--- src/rtl/mips_cpu_pkg.sv ---
// Shared widths and the writeback payload type for the MIPS writeback stage.
package mips_cpu_pkg;

  localparam int REG_ADDR_W = 5;
  localparam int DATA_W     = 32;
  localparam int NUM_GPR    = 32;

  typedef logic [REG_ADDR_W-1:0] reg_addr_t;
  typedef logic [DATA_W-1:0]     reg_data_t;

  // One pending register-file write: destination GPR and its value.
  typedef struct packed {
    reg_addr_t rd;
    reg_data_t data;
  } wb_entry_t;

endpackage

--- src/rtl/mips_cpu_wb_fifo.sv ---
// In-order buffer for load results waiting for a free writeback slot.
module mips_cpu_wb_fifo
  import mips_cpu_pkg::*;
#(
  parameter int DEPTH = 2
) (
  input  logic      clk,
  input  logic      rst_n,
  input  logic      push,
  input  wb_entry_t push_data,
  input  logic      pop,
  output wb_entry_t head,
  output logic      full,
  output logic      empty
);

  localparam int PTR_W = (DEPTH > 1) ? $clog2(DEPTH) : 1;
  localparam int CNT_W = $clog2(DEPTH + 1);

  logic [PTR_W-1:0] wr_ptr_q, wr_ptr_d;
  logic [PTR_W-1:0] rd_ptr_q, rd_ptr_d;
  logic [CNT_W-1:0] count_q, count_d;
  wb_entry_t        mem_q [DEPTH];
  logic             do_push, do_pop;

  // Next pointer and occupancy; DEPTH is a power of two so pointers wrap naturally.
  always_comb begin
    full     = (count_q == CNT_W'(DEPTH));
    empty    = (count_q == '0);
    do_push  = push & ~full;
    do_pop   = pop & ~empty;
    head     = mem_q[rd_ptr_q];
    wr_ptr_d = do_push ? wr_ptr_q + PTR_W'(1) : wr_ptr_q;
    rd_ptr_d = do_pop  ? rd_ptr_q + PTR_W'(1) : rd_ptr_q;
    count_d  = count_q;
    if (do_push && !do_pop)      count_d = count_q + CNT_W'(1);
    else if (do_pop && !do_push) count_d = count_q - CNT_W'(1);
  end

  // Pointer and occupancy registers with synchronous reset.
  always_ff @(posedge clk) begin
    if (!rst_n) begin
      wr_ptr_q <= '0;
      rd_ptr_q <= '0;
      count_q  <= '0;
    end else begin
      wr_ptr_q <= wr_ptr_d;
      rd_ptr_q <= rd_ptr_d;
      count_q  <= count_d;
    end
  end

  // Payload storage.
  // NOTE: storage is deliberately not reset; count_q alone decides which entries are valid.
  always_ff @(posedge clk) begin
    if (do_push) mem_q[wr_ptr_q] <= push_data;
  end

endmodule

--- src/rtl/mips_cpu_writeback.sv ---
// Writeback stage: GPR busy scoreboard, ALU-over-load arbitration, registered RF write port.
module mips_cpu_writeback
  import mips_cpu_pkg::*;
#(
  parameter int MEM_FIFO_DEPTH = 2
) (
  input  logic      clk,
  input  logic      reset,
  input  logic      issue_valid,
  input  reg_addr_t issue_rd,
  output logic      issue_stall,
  input  reg_addr_t src_rs,
  input  reg_addr_t src_rt,
  output logic      hazard,
  input  logic      alu_valid,
  input  reg_addr_t alu_rd,
  input  reg_data_t alu_data,
  input  logic      mem_valid,
  input  reg_addr_t mem_rd,
  input  reg_data_t mem_data,
  output logic      mem_ready,
  output logic      Regwrite,
  output reg_addr_t write_register,
  output reg_data_t write_data,
  output logic      spurious_wb
);

  logic [NUM_GPR-1:0] busy_q, busy_d;
  logic               regwrite_q, regwrite_d;
  reg_addr_t          write_register_q, write_register_d;
  reg_data_t          write_data_q, write_data_d;
  logic               spurious_q, spurious_d;

  wb_entry_t fifo_head, sel;
  logic      fifo_full, fifo_empty, fifo_push, fifo_pop, sel_valid;

  mips_cpu_wb_fifo #(.DEPTH(MEM_FIFO_DEPTH)) u_fifo (
    .clk       (clk),
    .rst_n     (reset),
    .push      (fifo_push),
    .push_data ({mem_rd, mem_data}),
    .pop       (fifo_pop),
    .head      (fifo_head),
    .full      (fifo_full),
    .empty     (fifo_empty)
  );

  // Hazard flags, load handshake, writeback selection and scoreboard update.
  // NOTE: every output of this block gets a default first, so no latch is inferred.
  always_comb begin
    issue_stall = issue_valid & busy_q[issue_rd];
    hazard      = busy_q[src_rs] | busy_q[src_rt];
    mem_ready   = reset & ~fifo_full;
    fifo_push   = mem_valid & mem_ready;
    fifo_pop    = reset & ~alu_valid & ~fifo_empty;
    sel_valid   = alu_valid | ~fifo_empty;
    sel         = alu_valid ? wb_entry_t'({alu_rd, alu_data}) : fifo_head;

    regwrite_d       = sel_valid && (sel.rd != '0);
    write_register_d = sel_valid ? sel.rd   : write_register_q;
    write_data_d     = sel_valid ? sel.data : write_data_q;
    spurious_d       = spurious_q | (regwrite_d & ~busy_q[sel.rd]);

    // Clear of the retiring writer first, then a new issue to the same GPR overrides it.
    busy_d = busy_q;
    if (regwrite_d) busy_d[sel.rd] = 1'b0;
    if (issue_valid && !issue_stall && issue_rd != '0) busy_d[issue_rd] = 1'b1;
    busy_d[0] = 1'b0;
  end

  // State registers; reset drops buffered and in-flight results without a write pulse.
  // NOTE: sequential state uses non-blocking assignments only, so all flops update together.
  always_ff @(posedge clk) begin
    if (!reset) begin
      busy_q           <= '0;
      regwrite_q       <= 1'b0;
      write_register_q <= '0;
      write_data_q     <= '0;
      spurious_q       <= 1'b0;
    end else begin
      busy_q           <= busy_d;
      regwrite_q       <= regwrite_d;
      write_register_q <= write_register_d;
      write_data_q     <= write_data_d;
      spurious_q       <= spurious_d;
    end
  end

  assign Regwrite       = regwrite_q;
  assign write_register = write_register_q;
  assign write_data     = write_data_q;
  assign spurious_wb    = spurious_q;

endmodule

--- config.mk ---
export PLATFORM = sky130hd
export DESIGN_NAME = mips_cpu_writeback
export DESIGN_NICKNAME = d
export VERILOG_FILES = /design/src/rtl/mips_cpu_pkg.sv /design/src/rtl/mips_cpu_wb_fifo.sv /design/src/rtl/mips_cpu_writeback.sv
export SDC_FILE = /design/constraint.sdc
export NUM_CORES = 1
export LEC_CHECK = 0
export BUFFER_PORTS_ARGS = -buffer_cell sky130_fd_sc_hd__buf_2
export CELL_PAD_IN_SITES_DETAIL_PLACEMENT = 0
export CELL_PAD_IN_SITES_GLOBAL_PLACEMENT = 1
export CORE_MARGIN = 3
export CORE_UTILIZATION = 44
export DETAILED_ROUTE_END_ITERATION = 10
export PLACE_DENSITY_LB_ADDON = 0.1
export SLEW_MARGIN = 20
export SYNTH_ARGS = -nofsm -noshare
export SYNTH_HDL_FRONTEND = slang
export SYNTH_SLANG_ARGS = --single-unit
--- constraint.sdc ---
create_clock -name clk -period 4.1 [get_ports clk]
set_input_delay 1.025 -clock clk [delete_from_list [all_inputs] [get_ports clk]]
set_output_delay 1.025 -clock clk [all_outputs]
set_load 0.005 [all_outputs]
==> results.yml <==
sta:
  timing.fmax_mhz: 260
  finalSetupViolations: 0
  finalMaxSlewViolations: 0
  setup-tns-final_ps: 0
  finalCriticalPeriod_ps: 3840
  rsz0062_at_grt: "no"
  clock_skew_ps: 8.88
  hold_slack_ps: 458
  worst_slew_pin_slew_ps: 790
  final_hold_viol_count: 0
  period_share_pct: 93.8
  relSlewSlack_pct: 47.3
cells_and_area:
  final_cells: 980
  area_growth_pct: 20.8
  nets: 851
  drive_gt1_share_pct: 29.0
  diodes: 0
power:
  peakVddDrop_uv: 302
  p_per_area_nw_per_um2: 461
  p_leak_nw: 3.25
  fin_total_pwr_mw: 3.95
route:
  ant_nets: 0
  via_per_inst: 5.55
  totalWireLength_mm: 19.1
  vias: 5441
  drtIter0Drc: 402
  wire_per_inst_um: 19.5
  drc: 0
  firstDrtPassIters: 4
synth:
  async_flop_share_pct: 0
  seq_area_frac_synth_pct: 52.5
  synth_edf_count: 74
  synth_nets: 729
  synth_top_family_by_area: "multiplexers"
  synth_area_um2: 7090
  syn_area_per_cell_um2: 11.2
  synth_compound_area_share_pct: 14.8
  ys_seq_elements: 149
  synthMuxAreaShare_pct: 16.7
  synth_largest_area_cell: "edfxtp_1"
  synth_top_area_share_pct: 31.4
  synth_xor_area_share_pct: 0.371
  ys_top_cells_by_area: "edfxtp_1 31%, dfxtp_1 21%, mux4_2 9.2%"
  yosysUniqueCellTypes: 50
  yosys.area_share.adder_pct: 0.177
  synthSimpleGateAreaFrac_pct: 12.8
  synthCells: 634
  synth_ff_type: "dfxtp_1"
  yosys_warnings: 0
die:
  floorplan.initialDensity_pct: 45.8
  die_h_um: 133
  io_pins: 136
  coreArea_um2: 15500
  rows: 45
  die_x_um: 133
  dieArea_um2: 17700
place:
  gp_congestion: 0.898
  port_buffers: 135
  place_hpwl_mm: 13.9
  dpl.cell_count: 948
run_status:
  status: "finished, final reports clean"
global_routing:
  grtUsageTotal_pct: 21.8
  grt_start_max_net_pins: 82
  grt_pass1_vias: 5485
  antenna_found_initial: 2
  overflow: 0
  grt_pass1_wl_mm: 29.9
setup_path:
  worstSetupStartpointType: "input port"
  required_ps: 3070
  critPathMaxFanout: 18
  cp.arrival_ps: 2820
  crit_type: "in -> out"
  regToRegSetupSlack_ps: 1340
  cp-end-kind: "output port"
clock_tree:
  cts.clk_slew.worst_paths_ps: 60
  clock_latency_ps: 420
  cts_made_buffers: 17
  cts_root_buf: "clkbuf_16"
  htreeDepth: 4
  post_cts_resized: 0
  cts_buffer_depth: 2
  cts_hold_buf: 0
  postCtsSetupBuffers: 0
  cts.sinks: 149
  cts_tree: "built"
flow_run:
  cap_violations: 0
worst_hold_path:
  min_path_type: "reg -> reg"
## state kept, by name (all words and copies together), names as in the netlist, named ones only
signal	count
Regwrite	1
busy_q	31
spurious_wb	1
u_fifo.count_q	2
u_fifo.mem_q	74
u_fifo.rd_ptr_q	1
u_fifo.wr_ptr_q	1
write_data	32
write_register	5
## Yosys cell counts, types with 2 or more instances
master	number
nor3_1	3
mux4_2	29
nor3b_1	2
o31ai_1	2
a32o_1	17
a21oi_1	8
o21a_1	4
or3_1	4
dfxtp_1	75
nor2_1	10
and3_1	8
clkbuf_1	30
nand4_1	5
and2_1	9
o21ai_1	3
nand3b_1	2
xor2_1	2
a21boi_0	43
nand2b_1	5
edfxtp_1	74
nand2_1	139
mux2_2	8
o211ai_1	12
nand3_1	7
mux2i_1	40
buf_2	4
buf_1	7
nor2b_1	6
o21ai_0	51
inv_1	5
## placed cells by master, fill, tap and decap left out, types with 12 or more instances in the layout
master / n
a21boi_0: 43
o211ai_1: 12
o21ai_0: 51
mux4_2: 29
buf_2: 135
mux2i_1: 40
dfxtp_1: 74
edfxtp_1: 74
nand2_1: 139
clkbuf_16: 17
a32o_1: 17
## worst max-delay path: stages
cell and delay [ps]:
buf_2 340, mux4_2 570, mux4_2 510, nor2_4 150, a311oi_1 70, buf_2 140
## stage by stage
step | setup slack (ps) | instance area [um^2] | utilization, %
after floorplan | 368 | 7090 | -
after global placement | 285 | 7950 | 51.3
after detailed placement | 263 | 7950 | 51.3
after CTS | 264 | 8570 | 55.3
after global routing | 168 | 8570 | 55.3
final | 255 | 8570 | 55.3
## layout make-up
cell class	instances	area (um^2)
clock buffers	18	429
clock inverters	14	189
fillers	1359	6920
inverters	5	18.8
multi-input cells	438	3190
flip-flops and latches	149	3720
well taps	211	264
repair buffers	145	751
## logic make-up after synthesis
family / after synthesis
DFF: 149
adders and majority gates: 1
muxes: 79
xor gates and xnor gates: 3
AOI/OAI and AO/OA: 151
and+or+nand+nor: 204
buffers and inverters: 47
## where the power goes
group          switching (mW)  internal (mW)  leakage (nW)
combinational           0.352          0.250          1.66
sequential             0.0680           1.67          1.29
clock                   0.678          0.930         0.299
## routing by layer
layer / global-route usage [%] / up-vias / share of wire, %
li1: - / 2607 / -
met1: 27.0 / 2630 / 41
met2: 36.0 / 162 / 50
met3: 5.55 / 38 / 5.1
met5: 0 / - / 0.11
met4: 9.47 / 4 / 3.1
## final timing paths
path | startpoint | endpoint | depth (start not counted)
setup / recovery | issue_rd[0] | issue_stall | 6
hold / removal | write_data[3]$_SDFFE_PN0P_ | write_data[3]$_SDFFE_PN0P_ | 2
setup reg to reg | flop | spurious_wb$_SDFF_PN0_ | 6
hold reg to reg | write_data[3]$_SDFFE_PN0P_ | write_data[3]$_SDFFE_PN0P_ | 2
Note: power is estimated with default switching activity, not from simulation.
